## src/rtl/rbm_frame_sequencer.sv

```systemverilog
// rtl/rbm_frame_sequencer.sv - host-side image loader and vote argmax for the RBM controller
module rbm_frame_sequencer #(
    parameter int general_input_dim = 784,
    parameter int output_dim        = 10,
    parameter int bitlength         = 12,
    parameter int beat_width        = 16,
    parameter int label_width       = 4
) (
    input  logic                              clock,
    input  logic                              reset,
    input  logic                              s_valid,
    output logic                              s_ready,
    input  logic [beat_width-1:0]             s_data,
    output logic                              core_reset,
    output logic                              data_valid,
    output logic [general_input_dim-1:0]      InputData,
    input  logic [output_dim*bitlength-1:0]   OutputData,
    input  logic                              finish,
    output logic                              label_valid,
    input  logic                              label_ready,
    output logic [label_width-1:0]            label,
    output logic [bitlength-1:0]              max_count
);
    localparam int nb = (general_input_dim + beat_width - 1) / beat_width;
    localparam int cw = (nb > 1) ? $clog2(nb) : 1;

    typedef enum logic [2:0] {LOAD, RELEASE, RUN, SCAN, EMIT} state_t;

    state_t                 state, state_next;
    logic [cw-1:0]          beat_cnt;
    logic                   run_armed;
    logic [label_width-1:0] scan_idx, best_idx, take_idx;
    logic [bitlength-1:0]   best, cur, take_val;
    logic                   take, beat_acc, last_beat, last_scan;

    assign beat_acc  = s_valid && (state == LOAD);
    assign last_beat = (beat_cnt == cw'(nb - 1));
    assign last_scan = (scan_idx == label_width'(output_dim - 1));
    assign cur       = OutputData[int'(scan_idx)*bitlength +: bitlength];

    // Index 0 seeds the running maximum; strict compare keeps the lowest index on ties.
    assign take      = (scan_idx == '0) || (cur > best);
    assign take_val  = take ? cur : best;
    assign take_idx  = take ? scan_idx : best_idx;

    always_comb begin
        state_next  = state;
        s_ready     = 1'b0;
        core_reset  = 1'b0;
        data_valid  = 1'b0;
        label_valid = 1'b0;
        case (state)
            LOAD: begin
                s_ready    = 1'b1;
                core_reset = 1'b1;
                if (beat_acc && last_beat) state_next = RELEASE;
            end
            RELEASE: state_next = RUN;
            RUN: begin
                data_valid = 1'b1;
                // run_armed masks a finish left over from the previous image.
                if (run_armed && finish) state_next = SCAN;
            end
            SCAN: begin
                data_valid = 1'b1;
                if (last_scan) state_next = EMIT;
            end
            EMIT: begin
                label_valid = 1'b1;
                core_reset  = 1'b1;
                if (label_ready) state_next = LOAD;
            end
            default: state_next = LOAD;
        endcase
    end

    always_ff @(posedge clock) begin
        if (reset) begin
            state     <= LOAD;
            beat_cnt  <= '0;
            InputData <= '0;
            run_armed <= 1'b0;
            scan_idx  <= '0;
            best      <= '0;
            best_idx  <= '0;
            label     <= '0;
            max_count <= '0;
        end else begin
            state     <= state_next;
            run_armed <= (state == RUN);
            if (beat_acc) begin
                beat_cnt <= last_beat ? '0 : beat_cnt + 1'b1;
                // Bits past general_input_dim in the final beat have no destination.
                for (int j = 0; j < general_input_dim; j++) begin
                    if (j / beat_width == int'(beat_cnt)) InputData[j] <= s_data[j % beat_width];
                end
            end
            if (state == SCAN) begin
                best     <= take_val;
                best_idx <= take_idx;
                scan_idx <= last_scan ? '0 : scan_idx + 1'b1;
                if (last_scan) begin
                    label     <= take_idx;
                    max_count <= take_val;
                end
            end
        end
    end
endmodule

```

## config.mk

```make
export PLATFORM = sky130hd
export DESIGN_NAME = rbm_frame_sequencer
export DESIGN_NICKNAME = d
export VERILOG_FILES = /design/src/rtl/rbm_frame_sequencer.sv
export SDC_FILE = /design/constraint.sdc
export NUM_CORES = 2
export LEC_CHECK = 0
export ABC_CLOCK_PERIOD_IN_PS = 4800
export CORE_AREA = 2 2 372 374
export DETAILED_ROUTE_END_ITERATION = 7
export DIE_AREA = 0 0 374 376
export GPL_ROUTABILITY_DRIVEN = 0
export GPL_TIMING_DRIVEN = 0
export PLACE_DENSITY = 0.56
export SYNTH_ARGS = -nofsm -noshare
export SYNTH_HDL_FRONTEND = slang
export SYNTH_SLANG_ARGS = --single-unit
```

## constraint.sdc

```tcl
create_clock -name clock -period 4.8 [get_ports clock]
set_input_delay 0.96 -clock clock [delete_from_list [all_inputs] [get_ports clock]]
set_output_delay 0.96 -clock clock [all_outputs]
set_load 0.01 [all_outputs]
```

Yosys cells after proc, flatten, opt, wreduce, memory -nomap -nowiden
Index checks and enable logic that the tools add are counted.
Operators by class
  muxes and demuxes: 13
  reduce and logical (&&, ||, !) cells: 60
  shifts and indexed selects: 1
  equality and inequality tests: 58
  $lt $le $gt $ge: 1
  multipliers: 1
  add/subtract/negate cells: 2
Operators with widths (number)
  $eq A6 B6 Y1 const A: 32
  $shiftx A120 B9 Y12: 1
  $reduce_and A2 Y1: 50
  $eq A5 B6 Y1 const A: 9
  $eq A4 B6 Y1 const A: 4
  $pmux W3 S5: 1
  $eq A3 B6 Y1 const A: 2
  $gt A12 B12 Y1: 1
  $mux W12: 1
  $mux W3: 4
  $mux W4: 2
  $add A6 B1 Y6 const B: 1
  $eq A2 B6 Y1 const A: 1
  $eq A3 B2 Y1 const B: 2
  $eq A6 B6 Y1 const B: 1
  $logic_not A6 Y1: 1
  $mul A4 B2 Y6 const B: 1
  $mux W6: 1
  $ne A2 B2 Y1 const B: 3
  $add A4 B1 Y4 const B: 1
  $eq A4 B4 Y1 const B: 1
  $logic_not A4 Y1: 1
  $mux W1: 4
  $reduce_and A4 Y1: 1
  7 further kinds: 10
Storage, ports and cells
  word-level logic and storage cells: 193
  register bits: 830

Longest topological paths before layout
  depth in word-level cells: 5
  mapped depth: 14
  depth with buffers taken out: 11

Least setup slack after synthesis
No wires, ideal clock.
  path type: input to register
  start point: input port OutputData[37]
  end point: register best[10]
  setup slack: 0.970 ns
  data arrival time: 3.744 ns
  data required time: 4.714 ns
  stages: 11
  cell sequence: mux4_2 > a222oi_1 > nand2_1 > ha_1 > nor2b_1 > o211ai_1 > a211oi_1 > o41ai_1 > clkbuf_1 > a211oi_1 > a211oi_1
Between the ends
  longest elaborated chain between the ends: 4
RTL lines
  start: declaration: line 17  | input logic [output_dim*bitlength-1:0] OutputData,
  $shiftx A120 B9 Y12: line 39  | assign cur = OutputData[int'(scan_idx)*bitlength +: bitlength];
  $gt A12 B12 Y1: line 42  | assign take = (scan_idx == '0) || (cur > best);
  $logic_or A1 B1 Y1: line 42
  $mux W12: line 43  | assign take_val = take ? cur : best;
  end signal: assignment: line 99  | best <= take_val;
  end: declaration: line 33  | logic [bitlength-1:0] best, cur, take_val;
Every way passes these cells.
A chain may end at the register's enable or synchronous reset.

Final worst setup path
  start point: register scan_idx[0]
  end point: register max_count[1]
Between the ends
  longest elaborated chain between the ends: 5
RTL lines
  start: declaration: line 32  | logic [label_width-1:0] scan_idx, best_idx, take_idx;
  start signal: assignment: line 101  | scan_idx <= last_scan ? '0 : scan_idx + 1'b1;
  $mul A4 B2 Y6: line 39
  $shiftx A120 B9 Y12: line 39
  $gt A12 B12 Y1: line 42
  $logic_or A1 B1 Y1: line 42
  $mux W12: line 43
  end signal: assignment: line 104  | max_count <= take_val;
  end: declaration: line 22  | output logic [bitlength-1:0] max_count
Parallel ways exist; a longest one is shown, timed or not.

==> summary by stage <==
Logic synthesis
The sequential-to-total area share from yosys stat is 53.9%. Dividing the synthesized area by the synthesized cell count gives 7.85 µm². After synthesis, the share of flip-flops with an asynchronous set or reset is 0%. The number of enable-type register cells in the synthesized netlist is 0.

Synthesis produced a netlist with a net count of 4081. Summing every instance area after synthesis gives 30800 µm². Counting distinct cell types in the post-synthesis netlist gives 51. The cell count after synthesis came out at 3924. The post-synthesis sequential element count is 830. The most used flip-flop cell after synthesis is dfxtp_1. During synthesis, Yosys emitted a total of 0 warnings.

Timing
The worst-case headroom to the max-slew limit is 3.90%. Hold timing on the final database bottoms out at a slack of 448 ps. The final clock period utilization by the worst path is 92.9%.

Setup violations remaining at the end of the flow were counted as 0. The actual transition at the worst max-transition pin is 1440 ps. Timing would allow up to 0.224 GHz. The number of hold violations in the final report came to 0.

Setup repair after global routing left no endpoint under its margin. The worst-case clock skew is 28.2 ps. The max-slew violation count is 0.

Setup slack closes at 340 ps. The post-route minimum period is 4460 ps.

Cells and area
The number of nets in the layout is 5105. The layout filler cell count is 14400. Summing all flip-flop and latch instances after layout gives 16600 µm². Of the cells placed in the final design, the portion with a size suffix greater than 1 is 6.47%.

The area of the multi-input gates is 12600 µm². The area overhead of the layout relative to synthesis is 47.8%. Summing all non-filler instances in the final layout gives an area of 45500 µm². The core utilization of the finished layout is 33.3%.

Detailed routing
The number of design rule violations left after detail routing is 3. Wires add up to 174000 µm. The count of TritonRoute iterations in the first routing pass is 8. After the first detailed-routing iteration, the DRC count stood at 2815.

The number of nets with antenna violations after routing is 0. The number of vias in the routed layout is 31600. In the final routed layout, each cell accounts on average for 25.5 µm.

The average vias per placed instance is 4.62.

GRT
The total routing usage reported by global routing is 23.8%. The initial antenna violation count came to 22. The maximum number of pins on one net before global-route repair is 14. Summed over all layers, the global routing overflow is 0.

The number of global-route vias before repair is 30200. The first global-routing pass estimated 237000 µm of wire.

Run
The tool flagged a number of max-cap violations equal to 0.

Clock network
The H-tree was split into 3 levels. The TritonCTS clock tree is built. Buffers inserted during clock tree synthesis total 94. The later pin in the worst-skew pair is clocked with a latency of 700 ps.

The clock transition time at the flip-flop clock pins of the worst setup and hold paths is 60 ps. The maximum root-to-sink buffer count is 3. The cell at the root of the clock tree is clkbuf_16. Gates resized during post-CTS repair numbered 1. The total of hold buffers inserted after clock tree synthesis is 0. The number of setup buffers added after CTS is 0. The CTS sink count is 830.

Critical path
The worst register-to-register path begins at scan_idx[0]. The maximum fanout along the worst path is 10. The endpoint arrival time on the critical path is 5020 ps. The critical path starts at scan_idx[0].

The kind of start point of the critical path is a register. The required time of the critical path is 5360 ps. The setup path with the least slack is of type reg2reg.

The category of the worst setup path capture point is a register.

Status
The flow ran to the end, but the final reports show violations. The checks that failed: DRC.

Power and ir drop
The design draws 15.3 mW. The worst-case vdd ir drop is 0.000252 V. The leakage power figure is 14.5 nW. Dividing total power by cell area gives a power density of 336 nW/µm².

Die
From left edge to right edge, the die measures 374 µm. The row count is 136. The initial utilization of the core area, before any placement, comes to 22.5%.

The chip height is 376 µm. In this run the standard cell core region covers 137000 µm². The die covers 141000 µm². The number of top-level pins is 945.

Place
The wire-length estimate of the detail-placed layout is 132000 µm. The worst setup slack before clock tree synthesis is -153 ps. The number of input and output port buffers inserted is 928. The placed standard-cell area is 42400 µm².

Worst hold path
The type of the worst min-delay path is reg2reg. In this run the most critical hold path is launched from label[0].
==> per-stage QoR <==
step | TNS, ps | std cells
2_1_floorplan | 0 | 3924
3_3_place_gp | -6150 | 6646
3_5_place_dp | -1540 | 6646
4_1_cts | 0 | 6817
5_1_grt | 0 | 6821
6_report | 0 | 6836
==> path summary, 6_finish.rpt <==
path              cells after the start  slack, ps            to
setup / recovery                     12        340  max_count[1]
hold reg to reg                       2        450      label[0]
hold / removal                        2        450      label[0]
setup reg to reg                     12        340  max_count[1]
==> kinds of logic (layout without fill, tap and decap cells) <==
kind of cell	after synthesis	in the layout	synth area share, %
XOR/XNOR	7	7	0.199
AND/OR/NAND/NOR	1808	1808	23.1
adder cells (fa/ha/maj)	16	16	0.650
other	0	19	0
buffers and inverters	376	1475	5.19
multiplexers	28	28	1.88
AO/OA/AOI/OAI	859	859	15.0
flip-flops	830	830	53.9
==> cell usage after synthesis, drive strengths merged, types with 16 or more instances <==
master | number | area (µm²)
a211oi | 24 | 180
a21oi | 794 | 4110
and3 | 23 | 144
buf | 72 | 450
clkbuf | 288 | 1090
dfxtp | 830 | 16600
ha | 16 | 200
mux4 | 24 | 541
nand2 | 1649 | 6190
nand3 | 28 | 140
nand4 | 18 | 113
nor2 | 31 | 131
==> sequential cells by signal, summed over array words and instances (netlist names) <==
register and count:
best 12, run_armed 1, scan_idx 4, state 3
label 4, InputData 784, best_idx 4, beat_cnt 6
max_count 12
==> where the power goes <==
group          switching (mW)  internal [mW]  leakage (nW)
combinational           0.684          0.274          6.31
clock                    3.17           4.21          1.54
sequential             0.0276           6.92          6.69
total                    3.88           11.4          14.5
==> layout by cell type, fill, tap and decap left out, types with 3 or more instances in the layout <==
cell	count
nand2_1	1649
clkdlybuf4s50_1	928
dfxtp_1	830
a21oi_1	759
clkbuf_1	288
clkbuf_16	95
buf_2	48
a21oi_2	35
nor2_1	29
nand3_1	28
clkbuf_8	26
mux4_2	24
a211oi_1	24
and3_1	23
diode_2	19
nand4_1	18
clkinv_2	17
buf_4	16
ha_1	16
inv_1	15
and2_1	15
clkbuf_2	14
o211ai_1	14
or2_2	13
a222oi_1	12
buf_6	8
nor2b_1	7
nor3_1	7
clkinvlp_4	6
xor2_1	5
mux2i_1	4
inv_6	4
nand2b_1	3
or3_1	3
o21ai_0	3
bufinv_16	3
==> critical path, cell delays in order (launching register included) <==
cell      delay, ps
dfxtp_1         310
clkbuf_1        260
buf_2           390
mux4_2          540
a222oi_1        540
nand2_1         240
ha_1            360
nand4_1         140
or3_1           440
o41a_1          200
nor2_1          350
clkbuf_1        390
o211ai_1        160
==> metal layers <==
metal	share of wire (%)	routed length, µm	track usage [%]	vias up
li1	-	-	-	14800
met1	41	71800	29.4	15100
met2	45	79100	38.6	1352
met3	9.9	17300	7.76	266
met4	3.4	5900	8.24	4
met5	0.014	24	0	-
==> layout make-up <==
cell class / count / share of cell area, %
diodes: 19 / 0.104
plain buffers: 360 / 3.40
clock buffers: 135 / 6.12
clock inverters: 36 / 0.750
inverters: 16 / 0.132
multi-input cells: 2718 / 27.7
flip-flops and latches: 830 / 36.5
well taps: 1794 / 4.93
repair buffers: 928 / 20.4
Note: power is estimated with default switching activity, not from simulation.
